<file path="src/rtl/sdr_app_arbiter.sv">
// Two-port arbiter for the SDRAM application interface, with an owner-tag FIFO
// that steers read returns. Define SDR_ARB_ROUND_ROBIN_EN for round-robin, else port 1 has priority.
module sdr_app_arbiter #(
  parameter int ADDR_WIDTH = 21,
  parameter int DATA_WIDTH = 32,
  parameter int DM_WIDTH   = 4,
  parameter int BURST_MAX  = 256,
  parameter int TAG_DEPTH  = 16
) (
  input  logic                  mem_clk,
  input  logic                  rst,
  input  logic                  sdr_init_done,
  input  logic                  sdr_busy,
  input  logic                  p0_req,
  output logic                  p0_gnt,
  output logic                  p0_rdy,
  input  logic                  p0_wr_en,
  input  logic [ADDR_WIDTH-1:0] p0_wr_addr,
  input  logic [DM_WIDTH-1:0]   p0_wr_dm,
  input  logic [DATA_WIDTH-1:0] p0_wr_din,
  input  logic                  p0_rd_en,
  input  logic [ADDR_WIDTH-1:0] p0_rd_addr,
  output logic                  p0_rd_vld,
  output logic [DATA_WIDTH-1:0] p0_rd_dout,
  input  logic                  p1_req,
  output logic                  p1_gnt,
  output logic                  p1_rdy,
  input  logic                  p1_wr_en,
  input  logic [ADDR_WIDTH-1:0] p1_wr_addr,
  input  logic [DM_WIDTH-1:0]   p1_wr_dm,
  input  logic [DATA_WIDTH-1:0] p1_wr_din,
  input  logic                  p1_rd_en,
  input  logic [ADDR_WIDTH-1:0] p1_rd_addr,
  output logic                  p1_rd_vld,
  output logic [DATA_WIDTH-1:0] p1_rd_dout,
  output logic                  app_wr_en,
  output logic [ADDR_WIDTH-1:0] app_wr_addr,
  output logic [DM_WIDTH-1:0]   app_wr_dm,
  output logic [DATA_WIDTH-1:0] app_wr_din,
  output logic                  app_rd_en,
  output logic [ADDR_WIDTH-1:0] app_rd_addr,
  input  logic                  sdr_rd_en,
  input  logic [DATA_WIDTH-1:0] sdr_rd_dout,
  output logic                  owner,
  output logic                  rd_orphan
);
  localparam int PW = $clog2(TAG_DEPTH);
  localparam int CW = PW + 1;
  localparam int BW = $clog2(BURST_MAX + 1);

  typedef enum logic [1:0] {IDLE, GNT0, GNT1} state_e;

  state_e                state_q;
  logic                  gnt0_q, gnt1_q, owner_q;
  logic [BW-1:0]         beat_cnt_q;
  logic                  app_wr_en_q, app_rd_en_q;
  logic [ADDR_WIDTH-1:0] app_wr_addr_q, app_rd_addr_q;
  logic [DM_WIDTH-1:0]   app_wr_dm_q;
  logic [DATA_WIDTH-1:0] app_wr_din_q;
  logic                  tag_mem [TAG_DEPTH];
  logic [PW-1:0]         wptr_q, rptr_q;
  logic [CW-1:0]         cnt_q, cnt_d;
  logic                  vld0_q, vld1_q, orphan_q;
  logic [DATA_WIDTH-1:0] dout0_q, dout1_q;

  logic tag_afull, sel_wr, sel_rd, sel_req, acc, fwd_wr, fwd_rd, beat_last;
  logic push, pop, both_pick1;

  assign tag_afull = (cnt_q >= CW'(TAG_DEPTH - 1));
  assign p0_gnt    = gnt0_q;
  assign p1_gnt    = gnt1_q;
  assign p0_rdy    = gnt0_q & ~sdr_busy & ~tag_afull;
  assign p1_rdy    = gnt1_q & ~sdr_busy & ~tag_afull;

  assign sel_wr    = gnt1_q ? p1_wr_en : p0_wr_en;
  assign sel_rd    = gnt1_q ? p1_rd_en : p0_rd_en;
  assign sel_req   = gnt1_q ? p1_req   : p0_req;
  assign acc       = (p0_rdy | p1_rdy) & (sel_wr | sel_rd);
  assign fwd_wr    = acc & sel_wr;
  // A simultaneous read is dropped in favour of the write.
  assign fwd_rd    = acc & ~sel_wr & sel_rd;
  assign beat_last = acc & (beat_cnt_q == BW'(BURST_MAX - 1));

`ifdef SDR_ARB_ROUND_ROBIN_EN
  assign both_pick1 = ~owner_q;
`else
  assign both_pick1 = 1'b1;
`endif

  always_ff @(posedge mem_clk or posedge rst) begin
    if (rst) begin
      state_q       <= IDLE;
      gnt0_q        <= 1'b0;
      gnt1_q        <= 1'b0;
      owner_q       <= 1'b0;
      beat_cnt_q    <= '0;
      app_wr_en_q   <= 1'b0;
      app_rd_en_q   <= 1'b0;
      app_wr_addr_q <= '0;
      app_wr_dm_q   <= '0;
      app_wr_din_q  <= '0;
      app_rd_addr_q <= '0;
    end else begin
      app_wr_en_q <= fwd_wr;
      app_rd_en_q <= fwd_rd;
      if (fwd_wr) begin
        app_wr_addr_q <= gnt1_q ? p1_wr_addr : p0_wr_addr;
        app_wr_dm_q   <= gnt1_q ? p1_wr_dm   : p0_wr_dm;
        app_wr_din_q  <= gnt1_q ? p1_wr_din  : p0_wr_din;
      end
      if (fwd_rd) app_rd_addr_q <= gnt1_q ? p1_rd_addr : p0_rd_addr;
      case (state_q)
        IDLE: begin
          beat_cnt_q <= '0;
          if (sdr_init_done && (p0_req || p1_req)) begin
            if (p1_req && (!p0_req || both_pick1)) begin
              state_q <= GNT1;
              gnt1_q  <= 1'b1;
              owner_q <= 1'b1;
            end else begin
              state_q <= GNT0;
              gnt0_q  <= 1'b1;
              owner_q <= 1'b0;
            end
          end
        end
        GNT0, GNT1: begin
          if (acc) beat_cnt_q <= beat_cnt_q + 1'b1;
          if (!sel_req || !sdr_init_done || beat_last) begin
            state_q <= IDLE;
            gnt0_q  <= 1'b0;
            gnt1_q  <= 1'b0;
          end
        end
        default: begin
          state_q <= IDLE;
          gnt0_q  <= 1'b0;
          gnt1_q  <= 1'b0;
        end
      endcase
    end
  end

  // Owner-tag FIFO: a pop on an empty FIFO is an orphan, even if a push lands the same edge.
  assign push = fwd_rd;
  assign pop  = sdr_rd_en & (cnt_q != '0);

  always_comb begin
    cnt_d = cnt_q;
    case ({push, pop})
      2'b10:   cnt_d = cnt_q + 1'b1;
      2'b01:   cnt_d = cnt_q - 1'b1;
      default: cnt_d = cnt_q;
    endcase
  end

  always_ff @(posedge mem_clk) begin
    if (push) tag_mem[wptr_q] <= gnt1_q;
  end

  always_ff @(posedge mem_clk or posedge rst) begin
    if (rst) begin
      wptr_q   <= '0;
      rptr_q   <= '0;
      cnt_q    <= '0;
      vld0_q   <= 1'b0;
      vld1_q   <= 1'b0;
      dout0_q  <= '0;
      dout1_q  <= '0;
      orphan_q <= 1'b0;
    end else begin
      cnt_q  <= cnt_d;
      if (push) wptr_q <= wptr_q + 1'b1;
      if (pop)  rptr_q <= rptr_q + 1'b1;
      vld0_q <= pop & ~tag_mem[rptr_q];
      vld1_q <= pop &  tag_mem[rptr_q];
      if (pop && !tag_mem[rptr_q]) dout0_q <= sdr_rd_dout;
      if (pop &&  tag_mem[rptr_q]) dout1_q <= sdr_rd_dout;
      if (sdr_rd_en && cnt_q == '0) orphan_q <= 1'b1;
    end
  end

  assign app_wr_en   = app_wr_en_q;
  assign app_wr_addr = app_wr_addr_q;
  assign app_wr_dm   = app_wr_dm_q;
  assign app_wr_din  = app_wr_din_q;
  assign app_rd_en   = app_rd_en_q;
  assign app_rd_addr = app_rd_addr_q;
  assign p0_rd_vld   = vld0_q;
  assign p1_rd_vld   = vld1_q;
  assign p0_rd_dout  = dout0_q;
  assign p1_rd_dout  = dout1_q;
  assign owner       = owner_q;
  assign rd_orphan   = orphan_q;
endmodule
</file>
<file path="config.mk">
export PLATFORM = sky130hd
export DESIGN_NAME = sdr_app_arbiter
export DESIGN_NICKNAME = d
export VERILOG_FILES = /design/src/rtl/sdr_app_arbiter.sv
export SDC_FILE = /design/constraint.sdc
export NUM_CORES = 1
export LEC_CHECK = 0
export ABC_CLOCK_PERIOD_IN_PS = 7900
export CAP_MARGIN = 20
export CORE_MARGIN = 4
export CORE_UTILIZATION = 40
export CTS_CLUSTER_DIAMETER = 60
export DETAILED_ROUTE_END_ITERATION = 6
export HOLD_SLACK_MARGIN = 0.12
export MAX_ROUTING_LAYER = met4
export PLACE_DENSITY_LB_ADDON = 0.15
export SYNTH_ARGS = -nofsm -noshare
export SYNTH_HDL_FRONTEND = slang
export SYNTH_SLANG_ARGS = --single-unit
</file>
<file path="constraint.sdc">
create_clock -name mem_clk -period 7.9 [get_ports mem_clk]
set_clock_uncertainty 0.15 [all_clocks]
set_input_delay 1.58 -clock mem_clk [delete_from_list [all_inputs] [get_ports mem_clk]]
set_output_delay 1.58 -clock mem_clk [all_outputs]
set_load 0.01 [all_outputs]
</file>
==> qor.yml, run 1 <==
regToRegSetupSlack_ns: 4.19
io_pins: 351
setup_viol: 0
hold_path.startpoint: "rd_orphan"
final_area_um2: 12800
rsz0062_at_grt: "false"
drtIter0Drc: 324
initial_core_util_pct: 40.9
syn_area_um2: 8650
ir_drop_uv: 193
dieArea_um2: 24000
r2r_end: "cnt_q[4]"
dr_total_vias: 6341
ys.warnings.count: 0
grt_max_degree: 116
cts.sinks: 190
cts_setup_buffers: 0
place_congestion: 0.780
overflow: 0
synth_flop_cell: "dfrtp_1"
grt_pass1_wl_um: 36700
htree_levels: 4
clkTransAtPathRegs_ns: 0.06
root_buffer: "clkbuf_16"
syn_nets: 907
hold_viol: 0
finalNetCount: 1241
holdPathStages: 1
min_path_type: "flop to flop"
leakage_nw: 5.54
slew_viol_final: 0
drtPass1Iterations: 4
powerDensity_nw_per_um2: 372
drt_wl_total_um: 23900
hpwl_um: 18000
die_w_um: 155
path_class: "input port to primary output"
layout_commonest_cell: "clkdlybuf4s50_1"
totalNegativeSetupSlack_ns: 0
vias_per_cell: 4.81
syn_inst: 696
drive_above_1_share_pct: 11.2
outcome: "completed"
row_count: 53
fin_crit_ns: 4.96
yosys.cell_types.count: 49
max_slew.worst_pin.slew_ns: 1.09
coreArea_um2: 21200
finalCritPeriodShare_pct: 62.7
die_h_um: 155
post_drt_wl_per_cell_um: 18.1
cts_buffer_depth: 2
numCtsBuffers: 17
start_kind: "input port"
holdBufCountCts: 0
clock.fmax_mhz: 202
reg2reg_from: "cnt_q[2]"
diodes: 0
ff2ff_path_depth: 11
drv_cap: 0
synth.avg_cell_area_um2: 12.4
cp_max_fo: 9
final_cell_mix: "clkdlybuf4s50_1, dfrtp_1, nand2_1"
synth-edff-count: 16
maxSlewHeadroom_pct: 27.4
drtAntennaViolNets: 0
hold_path_end: "rd_orphan"
dpl_cell_area_um2: 12300
drc_errors: 0
crit_required_ns: 6.17
first_global_vias: 6384
clkLatencyLatePin_ns: 0.42
arrival_ns: 3.23
antenna_found_initial: 0
port_buffers: 350
grt_usage_pct: 20.2
area_growth_pct: 48.6
cp-end-kind: "primary output"
ys_seq_area_share_pct: 55.9
cts_resized: 0
cts_tree: "done"
ys_ff_latch: 190
ys_async_sr_fraction_pct: 91.6
==> power by group <==
| part | switching [mW] | internal [mW] | total, mW |
|---|---|---|---|
| sequential | 0.302 | 1.41 | 1.71 |
| combinational | 0.925 | 1.32 | 2.24 |
| clock | 0.388 | 0.440 | 0.828 |
| total | 1.62 | 3.16 | 4.78 |
==> metal layers <==
layer,up-vias,GRT usage (%),share of wire (%)
met5,-,-,0
met3,20,5.48,7.0
met1,2976,25.5,43
met4,0,4.92,1.5
li1,3095,-,-
met2,250,32.6,48
==> worst max-delay path, stage by stage <==
cell,delay (ns)
clkdlybuf4s50_1,0.42
nor3_2,0.49
and2_1,0.21
clkdlybuf4s50_1,0.53
==> sequential cells by signal, indices dropped and copies added, names as in the netlist <==
register     count
p0_gnt           1
state_q          2
p1_rd_dout      32
rptr_q           4
owner            1
tag_mem         16
app_rd_en        1
rd_orphan        1
p1_gnt           1
app_wr_en        1
p0_rd_dout      32
app_rd_addr     21
app_wr_dm        4
app_wr_addr     21
p0_rd_vld        1
cnt_q            5
p1_rd_vld        1
wptr_q           4
app_wr_din      32
beat_cnt_q       9
==> layout make-up <==
class | instances | area [um2]
flip-flops and latches | 190 | 4840
clock inverters | 14 | 134
multi-input cells | 457 | 3530
inverters | 9 | 38.8
well taps | 275 | 344
fillers | 1793 | 8300
clock buffers | 17 | 425
repair buffers | 355 | 3540
==> synthesized netlist by cell type, drive strengths merged, types with 9 or more instances <==
cell | number | area share (%)
dfrtp | 174 | 50
nand2 | 98 | 4.3
o21ai | 89 | 5.2
mux2i | 82 | 9.5
mux2 | 69 | 12
buf | 20 | 2.1
clkbuf | 20 | 0.87
edfxtp | 16 | 5.6
and2 | 14 | 1.0
nand3 | 13 | 0.75
ha | 12 | 1.7
and3 | 9 | 0.65
nor2 | 9 | 0.42
==> kinds of logic (layout without fill, tap and decap cells) <==
logic type / after synthesis / count (layout) / synth area share, %
multiplexers: 153 / 153 / 21.5
flip-flops: 190 / 190 / 55.9
AND/OR/NAND/NOR: 166 / 166 / 9.03
XOR/XNOR: 14 / 14 / 1.42
AO/OA/AOI/OAI: 112 / 112 / 7.03
adder cells (fa/ha/maj): 12 / 12 / 1.74
buffers and inverters: 49 / 395 / 3.36
==> worst max-delay path by stage <==
stage / from / endpoint / slack (ns) / cells after the start
floorplan: rst / app_rd_addr[0] / 1.45 / 1
global placement: sdr_busy / cnt_q[4] / 2.89 / 11
detailed placement: sdr_busy / cnt_q[4] / 2.80 / 11
CTS: sdr_busy / p0_rdy / 2.92 / 4
global route: sdr_busy / p0_rdy / 2.80 / 4
finish: sdr_busy / p0_rdy / 2.94 / 4
==> stage by stage <==
| step | hold slack, ns | cells | utilization [%] | power, mW | setup slack, ns |
|---|---|---|---|---|---|
| finish | 0.307 | 1317 | 60.7 | 4.78 | 2.94 |
| global route | 0.345 | 1317 | 60.7 | 5.08 | 2.80 |
| CTS | 0.313 | 1317 | 60.7 | 4.85 | 2.92 |
| detailed placement | 0.298 | 1286 | 58.1 | 4.00 | 2.80 |
| global placement | 0.293 | 1286 | 58.1 | 3.96 | 2.89 |
| floorplan | 0.301 | 696 | - | 2.92 | 1.45 |
(Power assumes the default switching activity.)
==> run 2, diff against run 1 <==
Settings changed: ABC_CLOCK_PERIOD_IN_PS 7900 to 5100.
Clock period 7.9 ns to 5.1 ns, I/O delays scaled along.
==> qor.yml, run 2 (synthesis gave the netlist of run 1 again) <==
slowest_delay_ns: 0.54  # was 0.53 ns
drive_above_1_share_pct: 11.7  # was 11.2%
crit_top_cell: "clkdlybuf4s50_1"  # unchanged
cp_max_fo: 9  # unchanged
cts_tree: "done"  # unchanged
area_growth_pct: 49.3  # was 48.6%
leakage_nw: 5.58  # was 5.54 nW
r2r_end: "p1_rd_dout[17]"  # was cnt_q[4]
slowest_stage: "clkdlybuf4s50_1"  # unchanged
coreArea_um2: 21200  # unchanged
powerDensity_nw_per_um2: 574  # was 372 nW/um2
arrival_ns: 2.47  # was 3.23 ns
crit_cells: 5  # was 4
final_area_um2: 12900  # was 12800 um2
hold_viol: 0  # unchanged
cts.sinks: 190  # unchanged
io_pins: 351  # unchanged
cts_buffer_depth: 2  # unchanged
totalNegativeSetupSlack_ns: 0  # unchanged
regToRegSetupSlack_ns: 2.08  # was 4.19 ns
row_count: 53  # unchanged
dpl_cell_area_um2: 12300  # about the same
drv_cap: 0  # unchanged
ir_drop_uv: 311  # was 193 uV
holdBufCountCts: 0  # unchanged
path_cells: "clkdlybuf4s50_1 -> nor3_2 -> buf_4 -> and2_1 -> clkdlybuf4s50_1"  # was clkdlybuf4s50_1 -> nor3_2 -> and2_1 -> clkdlybuf4s50_1
slew_viol_final: 0  # unchanged
die_w_um: 155  # unchanged
setup_viol: 0  # unchanged
grt_max_degree: 108  # was 116
cp-end-kind: "primary output"  # unchanged
crit_required_ns: 3.93  # was 6.17 ns
clock.fmax_mhz: 275
max_slew.worst_pin.slew_ns: 0.969  # was 1.09 ns
clkLatencyLatePin_ns: 0.42  # about the same
drtIter0Drc: 270  # was 324
path_class: "input port to primary output"  # unchanged
met3_usage_pct: 5.23  # was 5.48%
cts_setup_buffers: 0  # unchanged
vias_per_cell: 4.85  # was 4.81
min_path_type: "flop to flop"  # unchanged
maxSlewHeadroom_pct: 35.4  # was 27.4%
root_buffer: "clkbuf_16"  # unchanged
cts_resized: 0  # unchanged
clkTransAtPathRegs_ns: 0.07  # was 0.06 ns
post_drt_wl_per_cell_um: 18.3  # was 18.1 um
overflow: 0  # unchanged
drtPass1Iterations: 4  # unchanged
drtAntennaViolNets: 0  # unchanged
final_cell_mix: "clkdlybuf4s50_1, dfrtp_1, nand2_1"  # unchanged
place_congestion: 0.853  # was 0.780
rsz0062_at_grt: "false"  # unchanged
dr_total_vias: 6413  # was 6341
grt_usage_pct: 20.4  # was 20.2%
htree_levels: 4  # unchanged
outcome: "completed"  # unchanged
holdPathStages: 1  # unchanged
start_kind: "input port"  # unchanged
drc_errors: 0  # unchanged
numCtsBuffers: 17  # unchanged
drt_wl_total_um: 24200  # was 23900 um
first_global_vias: 6488  # was 6384
hpwl_um: 18400  # was 18000 um
die_h_um: 155  # unchanged
antenna_found_initial: 0  # unchanged
fin_crit_ns: 3.64
layout_commonest_cell: "clkdlybuf4s50_1"  # unchanged
reg2reg_from: "rptr_q[0]"  # was cnt_q[2]
initial_core_util_pct: 40.9  # unchanged
cp.buffers_inverters: 3  # was 2
ff2ff_path_depth: 6  # was 11
cp_top_family: "buffers and inverters"  # unchanged
dieArea_um2: 24000  # unchanged
crit_path_start: "sdr_busy"  # unchanged
finalCritPeriodShare_pct: 71.4
finalNetCount: 1245  # was 1241
met2_usage_pct: 33.3  # was 32.6%
endpoint: "p1_rdy"  # was p0_rdy
port_buffers: 350  # unchanged
busiest_layer: "met2"  # unchanged
grt_pass1_wl_um: 36900  # was 36700 um
gr-usage-met1_pct: 25.2  # was 25.5%
==> run 2: changes by cell type in the layout (fill, tap and decap cells not counted), sizes merged <==
cell | before | now
clkinv | 3 | 8
buf | 5 | 9
clkinvlp | 4 | 1
bufinv | 1 | 0
clkbuf | 17 | 18
diode | 0 | 1
inv | 15 | 14
==> run 2: stage by stage <==
stage	std cells	hold slack (ns)	power, mW	setup slack [ns]	utilization, %
detailed placement	1290	0.301	6.21	1.38	58.4
global route	1322	0.353	7.88	1.40	61.0
finish	1323	0.311	7.41	1.46	61.0
global placement	1290	0.293	6.15	1.39	58.4
floorplan	696	0.301	4.52	1.63	-
CTS	1322	0.314	7.52	1.44	61.0
==> run 2: layout make-up <==
type | count | area [um2]
Clock inverter | 14 | 125
Sequential cell | 190 | 4840
Multi-Input combinational cell | 457 | 3530
Fill cell | 1786 | 8240
Timing Repair Buffer | 359 | 3600
Tap cell | 275 | 344
Antenna cell | 1 | 2.50
Inverter | 9 | 37.5
Clock buffer | 18 | 439
==> run 2: worst register-to-register path, cell delays in order, from the launching register on <==
cell and delay [ns]:
dfrtp_1 0.54, mux4_2 0.43, nor2b_1 0.05, a211oi_1 0.39, o21a_2 0.71, buf_4 0.34, mux2_4 0.31
==> run 2: power by group <==
part	internal (mW)	switching, mW
Clock	0.656	0.612
Sequential	2.18	0.482
Combinational	2.05	1.43
==> run 2: metal layers <==
metal | share of wire (%) | up-vias
met3 | 7.0 | 27
met1 | 41 | 3031
met2 | 50 | 241
met5 | 0 | -
met4 | 1.8 | 0
li1 | - | 3114
==> run 2: how the worst min path moves through the flow <==
stage | slack (ns) | endpoint | start
after global routing | 0.35 | app_wr_din[18] | app_wr_din[18]
final | 0.31 | rd_orphan | rd_orphan
after floorplan | 0.30 | beat_cnt_q[2] | beat_cnt_q[2]
after detailed placement | 0.30 | rd_orphan | rd_orphan
after CTS | 0.31 | rd_orphan | rd_orphan
after global placement | 0.29 | rd_orphan | rd_orphan
